### src/rtl/result_packer.sv
// Writer side of the CNN1 result memory: accumulates NUM_PART signed partial sums per
// class with saturation, packs NUM_CLASS scores and issues one write strobe per run.
module result_packer #(
  parameter int NUM_CLASS = 10,
  parameter int DATA_W    = 16,
  parameter int NUM_PART  = 4
) (
  input  logic                        clk,
  input  logic                        rst,
  input  logic                        start,
  input  logic                        score_valid,
  input  logic signed [DATA_W-1:0]    score_data,
  output logic                        score_ready,
  output logic [NUM_CLASS*DATA_W-1:0] write_result_data,
  output logic                        write_result_signal,
  output logic                        busy,
  output logic                        done
);

  localparam int PW = (NUM_PART > 1) ? $clog2(NUM_PART) : 1;
  localparam int CW = (NUM_CLASS > 1) ? $clog2(NUM_CLASS) : 1;
  localparam logic [PW-1:0] PART_LAST  = PW'(NUM_PART - 1);
  localparam logic [CW-1:0] CLASS_LAST = CW'(NUM_CLASS - 1);

  typedef enum logic [1:0] {IDLE, COLLECT, WRITE, DONE} state_t;

  state_t                   state;
  state_t                   state_nxt;
  logic [PW-1:0]            part_cnt;
  logic [CW-1:0]            class_cnt;
  logic signed [DATA_W-1:0] acc [NUM_CLASS];
  logic                     accept;
  logic                     last_beat;

  // Add at DATA_W+1 bits; disagreeing top bits mean the DATA_W result overflowed.
  function automatic logic signed [DATA_W-1:0] sat_add(input logic signed [DATA_W-1:0] a,
                                                       input logic signed [DATA_W-1:0] b);
    logic signed [DATA_W:0] sum;
    sum = (DATA_W+1)'(a) + (DATA_W+1)'(b);
    if (sum[DATA_W] != sum[DATA_W-1])
      sat_add = sum[DATA_W] ? {1'b1, {(DATA_W-1){1'b0}}} : {1'b0, {(DATA_W-1){1'b1}}};
    else
      sat_add = sum[DATA_W-1:0];
  endfunction

  assign score_ready         = (state == COLLECT);
  assign write_result_signal = (state == WRITE);
  assign done                = (state == DONE);
  assign busy                = (state != IDLE);
  assign accept              = score_valid && score_ready;
  assign last_beat           = (class_cnt == CLASS_LAST) && (part_cnt == PART_LAST);

  always_ff @(posedge clk or posedge rst) begin
    if (rst) state <= IDLE;
    else     state <= state_nxt;
  end

  always_comb begin
    state_nxt = state;
    case (state)
      IDLE:    if (start) state_nxt = COLLECT;
      COLLECT: if (accept && last_beat) state_nxt = WRITE;
      WRITE:   state_nxt = DONE;
      DONE:    state_nxt = IDLE;
      default: state_nxt = IDLE;
    endcase
  end

  always_ff @(posedge clk or posedge rst) begin
    if (rst) begin
      part_cnt  <= '0;
      class_cnt <= '0;
      for (int k = 0; k < NUM_CLASS; k++) acc[k] <= '0;
    end else if (state == IDLE && start) begin
      part_cnt  <= '0;
      class_cnt <= '0;
      for (int k = 0; k < NUM_CLASS; k++) acc[k] <= '0;
    end else if (accept) begin
      for (int k = 0; k < NUM_CLASS; k++)
        if (class_cnt == CW'(k)) acc[k] <= sat_add(acc[k], score_data);
      if (part_cnt == PART_LAST) begin
        part_cnt  <= '0;
        class_cnt <= class_cnt + 1'b1;
      end else begin
        part_cnt  <= part_cnt + 1'b1;
      end
    end
  end

  always_comb begin
    write_result_data = '0;
    for (int k = 0; k < NUM_CLASS; k++) write_result_data[DATA_W*k +: DATA_W] = acc[k];
  end

endmodule
### config.mk
export PLATFORM = sky130hd
export DESIGN_NAME = result_packer
export DESIGN_NICKNAME = d
export VERILOG_FILES = /design/src/rtl/result_packer.sv
export SDC_FILE = /design/constraint.sdc
export NUM_CORES = 1
export LEC_CHECK = 0
export CORE_MARGIN = 1.5
export CORE_UTILIZATION = 43
export CTS_CLUSTER_SIZE = 14
export DETAILED_ROUTE_END_ITERATION = 16
export PLACE_DENSITY_LB_ADDON = 0.25
export SLEW_MARGIN = 20
export SYNTH_ARGS = -nofsm -noshare
export SYNTH_HDL_FRONTEND = slang
export SYNTH_SLANG_ARGS = --single-unit
export TNS_END_PERCENT = 20
### constraint.sdc
create_clock -name clk -period 14 [get_ports clk]
set_input_delay 1.4 -clock clk [delete_from_list [all_inputs] [get_ports clk]]
set_output_delay 1.4 -clock clk [all_outputs]
set_load 0.05 [all_outputs]
==> results of run 1 <==
kinds of logic after synthesis:
kind of cell / count (synthesis)
simple gates: 558
compound gates: 521
fa+ha+maj: 198
flops: 168
xor+xnor: 127
buf+inv: 78
flip-flops by register name, indices dropped and copies added, names as in the netlist:
name	flops
write_result_data	160
state	2
part_cnt	2
class_cnt	4
metrics by stage:
step | utilization | cells | setup slack, ns | hold slack [ns]
global placement | 0.515 | 2250 | 7.84 | 0.488
detailed placement | 0.515 | 2250 | 7.63 | 0.491
global route | 0.534 | 2280 | 7.92 | 0.549
floorplan | - | 1650 | 8.05 | 0.506
CTS | 0.533 | 2280 | 8.09 | 0.512
finish | 0.534 | 2280 | 8.27 | 0.509
final timing paths:
path                                     endpoint                   start  slack, ns
setup / recovery           write_result_data[157]           score_data[0]       8.27
hold / removal              write_result_data[63]   write_result_data[63]       0.51
setup reg to reg           write_result_data[157]  write_result_data[144]       9.46
hold reg to reg             write_result_data[63]   write_result_data[63]       0.51
max in group asynchronous  write_result_data[124]                     rst      10.97
min in group asynchronous   write_result_data[53]                     rst       1.31
synth_stat cells, types with 2 or more instances:
master	count	area share
or4_1	4	0.0021
dfrtp_1	168	0.30
o21ai_0	168	0.060
inv_1	36	0.0097
nand3_1	27	0.0097
nor3b_1	3	0.0016
nor3_1	34	0.012
nor2_1	179	0.048
nand2_1	204	0.055
clkbuf_1	34	0.0091
o41ai_1	3	0.0019
nor2b_1	16	0.0072
o211ai_1	4	0.0021
a31o_2	6	0.0038
a211o_1	14	0.0088
buf_2	5	0.0018
a211oi_1	23	0.012
nor4b_1	2	0.0013
xor2_1	48	0.030
a22o_1	3	0.0019
or3_1	22	0.0098
o41ai_2	2	0.0023
a221o_1	23	0.016
xnor2_1	79	0.049
and3_1	13	0.0058
and4_1	4	0.0025
nand2b_1	13	0.0058
o31ai_1	3	0.0016
or2_2	4	0.0018
o21a_1	30	0.016
o221a_2	2	0.0016
a41oi_1	4	0.0025
ha_1	188	0.17
a22oi_1	6	0.0032
fa_1	10	0.014
a31oi_1	9	0.0040
o21bai_1	17	0.0091
o21ai_1	26	0.0093
o31a_1	5	0.0031
a21oi_1	104	0.037
a21o_1	52	0.028
o22a_1	4	0.0025
nand4_1	8	0.0036
and2_1	18	0.0080
layer usage:
layer,track usage,vias to the layer above
li1,-,6330
met3,0.0357,57
met1,0.342,6040
met5,0,-
met2,0.408,336
met4,0.0790,0
area by class of cell:
| cell class | count | area share |
|---|---|---|
| well taps | 435 | 0.0321 |
| inverters | 36 | 0.00826 |
| clock buffers | 17 | 0.0251 |
| flip-flops and latches | 168 | 0.248 |
| repair buffers | 207 | 0.118 |
| multi-input cells | 1404 | 0.560 |
| clock inverters | 13 | 0.00877 |
power groups by stage:
stage	Clock [mW]	Sequential, mW	Combinational [mW]
6_report	0.479	0.542	0.585
5_1_grt	0.508	0.544	0.637
4_1_cts	0.488	0.541	0.583
3_5_place_dp	0	0.551	0.580
3_3_place_gp	0	0.550	0.569
2_1_floorplan	0	0.604	0.342
critical path, delay by kind of cell:
kind,cells,cell delay (ns)
AOI/OAI and AO/OA,5,1.73
adders and majority gates,3,1.08
buffers and inverters,3,0.76
and+or+nand+nor,5,1.03
==> flow_summary.ini, run 1 <==
[outcome]
outcome = finished clean

[setup_path]
worstPathMaxFanout = 15
endpoint_kind = flop
max_stage_delay_ns = 0.70
critical_path.startpoint_type = primary input
critPathArrivalTime_ns = 6.01
cp_cell_sequence = clkdlybuf4s50_1, buf_4, ha_1, fa_1, a21oi_1, nor2_1, nor3_1, nor2_1, a31o_2, and2_1, o31ai_1, ha_1, inv_1, or3_1, o21ai_1, o21ai_0
cpMaxStageDelayCell = o21ai_1
critical_path_required_ns = 14.28
r2r_cells = 14
critPathKind = primary input to flop

[pwr]
cellLeakagePower_nw = 8.24
p_int_uw = 981
irDropWorstVdd_v = 0.0000854
pwr-share-comb = 0.364
pwr_density_cell_nw_per_um2 = 94.6
total_power_mw = 1.61
p_sw_uw = 625
pwr-share-clk = 0.298
switching_share = 0.389
p_seq_frac = 0.338

[clock_tree]
cts_root_buffer = clkbuf_16
htreeDepth = 4
cts_setup_buffers = 0
clock_latency_ns = 0.44
clkSinkCount = 168
cts_hold_buf = 0
cts_buffers = 17
cts.repair.resized = 0
tritoncts = done
clock_path_buffers = 2
clk_pin_slew_worst_paths_ns = 0.07

[global_routing]
grt_pass1_vias = 12300
grt_max_degree = 81
grt.total_usage = 0.250
antenna_found_initial = 0
grt_pass1_wl_mm = 65.7
grt_overflow = 0

[floorplanning]
start_util = 0.440
die_area_um2 = 33600
die_y_um = 183
rows = 65
core-area_um2 = 31800
top_level_ports = 184
die_w_um = 183

[sta]
hold_viol = 0
tightest_slew_ns = 1.01
setup_tns_ns = 0
clock.fmax_ghz = 0.175
fin_skew_ns = 0.0173
rsz0062_at_grt = no
setup_viol = 0
fin_crit_sh = 0.409
relSlewSlack = 0.326
fin_crit_ns = 5.73
timing.final.max_slew_violations = 0

[detailed_routing]
drc = 0
dr.pass1.iters = 5
wl_per_cell_um = 18.1
initialDrtViolationCount = 1004
wl_mm = 41.3
wl_met2_mm = 18.8
ant_nets = 0
avgViaCountPerCell = 5.60
vias = 12800
wl_met1_mm = 19.4
wl_met3_mm = 2.04
routed.top_layer = met4

[synth]
synth_cell_types = 67
synth_xor_area_frac = 0.0795
synth_top_family_by_area = compound AO/OA/AOI/OAI gates
synth_area_um2 = 14000
ys_seq_area_frac = 0.300
yosys.area_share.adder = 0.182
ys_ff_latch = 168
avgSynthCellArea_um2 = 8.48
ys_warn_count = 0
yosys.area_share.simple = 0.178
ys.flop_type = dfrtp_1
async_reset_ff_frac = 1.00
synth_compound_gate_area_share = 0.238
synth_nets = 1868
syn_inst = 1650
yosys-mux-area-fraction = 0
synth_edf_count = 0

[layout]
nNetsFinal = 2052
layout-drive-gt1-share = 0.0428
multi_input_area_um2 = 9500
final_common_cell = nand2_1
nFillCells = 2921
final_cell_mix = nand2_1, ha_1, clkdlybuf4s50_1
n_antenna_cell = 0
syn2layout_area_growth_pct = 21.3
register_area_um2 = 4200
fin_area_um2 = 17000

[worst_hold_path]
min_path_type = flop to flop
worstHoldPathCells = 2

[run]
drv_cap = 0

[placement]
placed_area_um2 = 16400
port_buffers = 183
dp_hpwl_mm = 29.5
gp_congestion = 0.901
Note: power is estimated with default switching activity, not from simulation.
==> run 2, diff against run 1 <==
==> constraint.sdc (replaced) <==
create_clock -name clk -period 4.95 [get_ports clk]
set_input_delay 0.495 -clock clk [delete_from_list [all_inputs] [get_ports clk]]
set_output_delay 0.495 -clock clk [all_outputs]
set_load 0.05 [all_outputs]
==> run 2 against run 1 <==
Net effect:
- sequential share of layout area decreased by 0.24 points
- die area is the same
- largest cell class unchanged
- total power grew to 2.9 times the previous value
- highest routed layer is now met5
- clock power grew to 2.9 times the previous value
- clock-buffer cell count rose by 2
- design area grew 0.97%
- first-iteration DRC count down 22%
==> flow_summary.ini, run 2 (same netlist as run 1, synthesis figures left out) <==
[layout]
largest_register_ffs = 160
syn2layout_area_growth_pct = 22.5
final_cell_mix = nand2_1, ha_1, clkdlybuf4s50_1
final_common_cell = nand2_1
layout-drive-gt1-share = 0.0541
final_util = 0.539
nNetsFinal = 2071
n_antenna_cell = 0
nFillCells = 2930

[clock_tree]
clkSinkCount = 168
clock_latency_ns = 0.44
cts_root_buffer = clkbuf_16
clk_pin_slew_worst_paths_ns = 0.08
tritoncts = done
clock_path_buffers = 2
cts_setup_buffers = 0
htreeDepth = 4
cts.repair.resized = 0
cts_buffers = 17
cts_hold_buf = 0

[pwr]
cellLeakagePower_nw = 8.34
pwr_density_cell_nw_per_um2 = 268
irDropWorstVdd_v = 0.000257

[placement]
dp_hpwl_mm = 30.9
gp_congestion = 0.935
port_buffers = 183

[detailed_routing]
ant_nets = 0
avgViaCountPerCell = 5.65
drc = 0
vias = 13000
wl_mm = 42.0
dr.pass1.iters = 5
wl_per_cell_um = 18.3
initialDrtViolationCount = 783

[sta]
fin_crit_sh = 0.929
fin_skew_ns = 0.0166
tightest_slew_ns = 1.03
relSlewSlack = 0.311
setup_viol = 0
setup_tns_ns = 0
fin_crit_ns = 4.60
rsz0062_at_grt = no
timing.final.max_slew_violations = 0
clock.fmax_ghz = 0.217
hold_viol = 0

[run]
drv_cap = 0

[global_routing]
grt_pass1_wl_mm = 66.9
grt_overflow = 0
grt_max_degree = 87
grt.total_usage = 0.254
antenna_found_initial = 1
grt_pass1_vias = 12600

[setup_path]
critical_path_required_ns = 5.23
endpoint_kind = flop
critical_path.startpoint_type = primary input
r2r_cells = 13
worstPathMaxFanout = 15
critPathKind = primary input to flop
critPathArrivalTime_ns = 4.87

[worst_hold_path]
min_path_type = primary input to asynchronous set/reset pin

[floorplanning]
die_w_um = 183
start_util = 0.440
core-area_um2 = 31800
die_y_um = 183
top_level_ports = 184
die_area_um2 = 33600
rows = 65

[outcome]
outcome = finished clean
-- run 2: cell types whose count changed in the layout (fill, tap and decap cells not counted), moves of 2 or more --
cell / previous run / this run
buf_4: 23 / 42
clkbuf_8: 0 / 2
clkinv_4: 4 / 2
inv_8: 0 / 2
-- run 2: report_power, final --
group,switching [mW],internal (mW)
clock network,0.650,0.737
logic,1.08,0.599
registers,0.0865,1.44
total,1.82,2.78
-- run 2: metrics by stage --
step / power, mW / cells / hold slack, ns / setup slack, ns / cell area [µm²]
detailed placement: 3.22 / 2269 / 0.507 / 0.0384 / 16500
finish: 4.60 / 2301 / 0.495 / 0.352 / 17100
global route: 4.84 / 2301 / 0.538 / 0.0416 / 17100
CTS: 4.61 / 2301 / 0.519 / 0.474 / 17100
floorplan: 2.68 / 1650 / 0.506 / 1.10 / 14000
global placement: 3.19 / 2269 / 0.497 / 0.181 / 16500
-- run 2: worst max-delay path, stage by stage --
cell             delay (ns)
clkdlybuf4s50_1        0.66
ha_1                   0.38
fa_1                   0.43
a211oi_1               0.31
o21ai_0                0.14
a31oi_1                0.24
o21ai_1                0.12
a311oi_1               0.43
nand2b_1               0.18
a31o_2                 0.18
ha_1                   0.17
nand3_1                0.09
o21ai_1                0.80
o21ai_0                0.24
-- run 2: worst paths after layout --
check                                  startpoint  slack, ns                endpoint
hold / removal                                rst       0.49  write_result_data[101]
setup / recovery                    score_data[0]       0.35   write_result_data[44]
max in group asynchronous                     rst       3.30   write_result_data[94]
min in group clk           write_result_data[117]       0.52  write_result_data[117]
setup reg to reg            write_result_data[32]       0.77   write_result_data[44]
hold reg to reg            write_result_data[117]       0.52  write_result_data[117]
-- run 2: area by class of cell --
class / count / area, µm² / share of cell area
multi-input cells: 1404 / 9500 / 0.554
flip-flops and latches: 168 / 4200 / 0.245
repair buffers: 226 / 2160 / 0.126
well taps: 435 / 544 / 0.0318
clock buffers: 19 / 453 / 0.0264
inverters: 36 / 139 / 0.00810
clock inverters: 13 / 134 / 0.00781
-- run 2: layer usage --
metal | track usage | share of wire | routed length [µm]
met1 | 0.340 | 0.46 | 19300
met2 | 0.418 | 0.46 | 19100
met3 | 0.0391 | 0.055 | 2310
met4 | 0.0866 | 0.030 | 1240
met5 | 0 | 0.00024 | 10
==> run 3, diff against run 2 <==
==> constraint.sdc (replaced) <==
create_clock -name clk -period 4.9 [get_ports clk]
set_input_delay 0.49 -clock clk [delete_from_list [all_inputs] [get_ports clk]]
set_output_delay 0.49 -clock clk [all_outputs]
set_load 0.05 [all_outputs]
==> run 3 against run 2 <==
Net effect:
- register-to-register slack better by 0.17 ns
- largest cell class unchanged
- global-route usage down 0.41 points
- critical path type unchanged
- design area about the same
==> flow_summary.ini, run 3 (same netlist as run 1, synthesis figures left out) <==
[outcome]
outcome = finished clean

[clock_tree]
tritoncts = done
clk_pin_slew_worst_paths_ns = 0.08
cts_setup_buffers = 0
clkSinkCount = 168
htreeDepth = 4
cts.repair.resized = 0
cts_hold_buf = 0
clock_latency_ns = 0.43
cts_root_buffer = clkbuf_16
clock_path_buffers = 2
cts_buffers = 17

[setup_path]
worstPathMaxFanout = 16
critical_path_required_ns = 5.25
r2r_cells = 14
r2r_start = write_result_data[32]
max_stage_delay_ns = 0.59
cp_cell_sequence = clkdlybuf4s50_1, ha_1, fa_1, a211oi_1, o21ai_0, a31oi_1, o21ai_1, a311oi_1, nand2b_1, a31o_2, ha_1, buf_4, a21oi_1, o21ai_2, o21ai_0
cpMaxStageDelayCell = clkdlybuf4s50_1
r2r-end = write_result_data[44]
critical_path.startpoint_type = primary input
rrSetupSlack_ns = 0.94
critPathArrivalTime_ns = 4.61
critPathKind = primary input to flop
endpoint_kind = flop

[sta]
finalWorstSetupSlack_ns = 0.640
hold_viol = 0
setup_tns_ns = 0
fin_crit_sh = 0.869
timing.final.max_slew_violations = 0
setup_viol = 0
relSlewSlack = 0.294
rsz0062_at_grt = no
clock.fmax_ghz = 0.235
fin_skew_ns = 0.0172
fin_crit_ns = 4.26
tightest_slew_ns = 1.06

[layout]
nFillCells = 2930
nNetsFinal = 2070
final_common_cell = nand2_1
final_cell_mix = nand2_1, ha_1, clkdlybuf4s50_1
layout-drive-gt1-share = 0.0525
syn2layout_area_growth_pct = 22.5
final_util = 0.539
largest_register_ffs = 160

[placement]
post-place-ws_ns = -0.0932
port_buffers = 183
dp_hpwl_mm = 30.3
gp_congestion = 0.942

[detailed_routing]
initialDrtViolationCount = 921
wl_per_cell_um = 18.0
wl_mm = 41.4
dr.pass1.iters = 5
ant_nets = 0
drc = 0
avgViaCountPerCell = 5.56
vias = 12800

[pwr]
irDropWorstVdd_v = 0.000240
pwr-share-clk = 0.295
pwr_density_cell_nw_per_um2 = 267
switching_share = 0.393
cellLeakagePower_nw = 8.33
pwr-share-comb = 0.368
p_int_mw = 2.78
p_sw_mw = 1.80
p_seq_frac = 0.337

[floorplanning]
rows = 65
die_y_um = 183
top_level_ports = 184
start_util = 0.440
die_area_um2 = 33600
die_w_um = 183
core-area_um2 = 31800

[worst_hold_path]
hold_start = write_result_data[149]
worstHoldEndpoint = write_result_data[149]
min_path_type = flop to flop
worstHoldPathCells = 2

[run]
drv_cap = 0

[global_routing]
grt_pass1_wl_mm = 65.8
grt.total_usage = 0.250
antenna_found_initial = 2
grt_overflow = 0
grt_max_degree = 169
grt_pass1_vias = 12300
run 3: changes by cell type in the layout (fill, tap and decap cells not counted):
cell | previous run | this run
nor2_1 | 177 | 178
clkbuf_8 | 2 | 0
buf_4 | 42 | 38
diode_2 | 0 | 1
a21oi_1 | 103 | 104
a21oi_2 | 2 | 1
o21ai_2 | 1 | 2
buf_12 | 1 | 4
inv_8 | 2 | 1
nor2_2 | 2 | 1
clkinvlp_4 | 3 | 5
clkbuf_1 | 0 | 1
o21ai_1 | 26 | 25
run 3: worst max-delay path by stage:
stage | startpoint | end | slack, ns | cells after the start
floorplan | write_result_data[144] | write_result_data[144] | 1.05 | 15
global placement | score_data[0] | write_result_data[41] | 0.12 | 14
detailed placement | score_data[0] | write_result_data[44] | -0.09 | 14
CTS | score_data[0] | write_result_data[44] | 0.33 | 14
global route | score_data[0] | write_result_data[28] | 0.36 | 15
finish | score_data[0] | write_result_data[44] | 0.64 | 15
run 3: metal layers:
| layer | vias up | GRT usage | wire (µm) |
|---|---|---|---|
| met2 | 363 | 0.407 | 18600 |
| met4 | 2 | 0.0882 | 1310 |
| met5 | - | 0 | 12 |
| li1 | 6373 | - | - |
| met1 | 5996 | 0.334 | 19200 |
| met3 | 68 | 0.0437 | 2260 |
run 3: stage by stage:
| stage | std cells | hold WS (ns) | instance area, µm² | power (mW) |
|---|---|---|---|---|
| finish | 2301 | 0.518 | 17100 | 4.58 |
| global route | 2300 | 0.547 | 17100 | 4.84 |
| CTS | 2300 | 0.526 | 17100 | 4.61 |
| detailed placement | 2268 | 0.508 | 16600 | 3.25 |
| global placement | 2268 | 0.498 | 16600 | 3.23 |
| floorplan | 1650 | 0.506 | 14000 | 2.71 |
run 3: power groups by stage:
stage                     combinational, mW  clock [mW]  sequential, mW
final                                  1.69        1.35            1.55
after global routing                   1.84        1.44            1.56
after CTS                              1.68        1.38            1.55
after detailed placement               1.67           0            1.57
after global placement                 1.65           0            1.57
after floorplan                       0.978           0            1.73
run 3: cell type report:
cell class	count	area, µm²	share of cell area
Tap cell	435	544	0.0317
Clock buffer	18	429	0.0250
Sequential cell	168	4200	0.245
Clock inverter	14	138	0.00803
Inverter	36	139	0.00810
Timing Repair Buffer	225	2190	0.128
Multi-Input combinational cell	1404	9500	0.554
Antenna cell	1	2.50	0.000146
run 3: critical path: cells and delay by family:
family,cells,cell delay (ns)
and+or+nand+nor,1,0.18
buffers and inverters,2,0.79
adders and majority gates,3,1.01
AOI/OAI and AO/OA,9,2.14
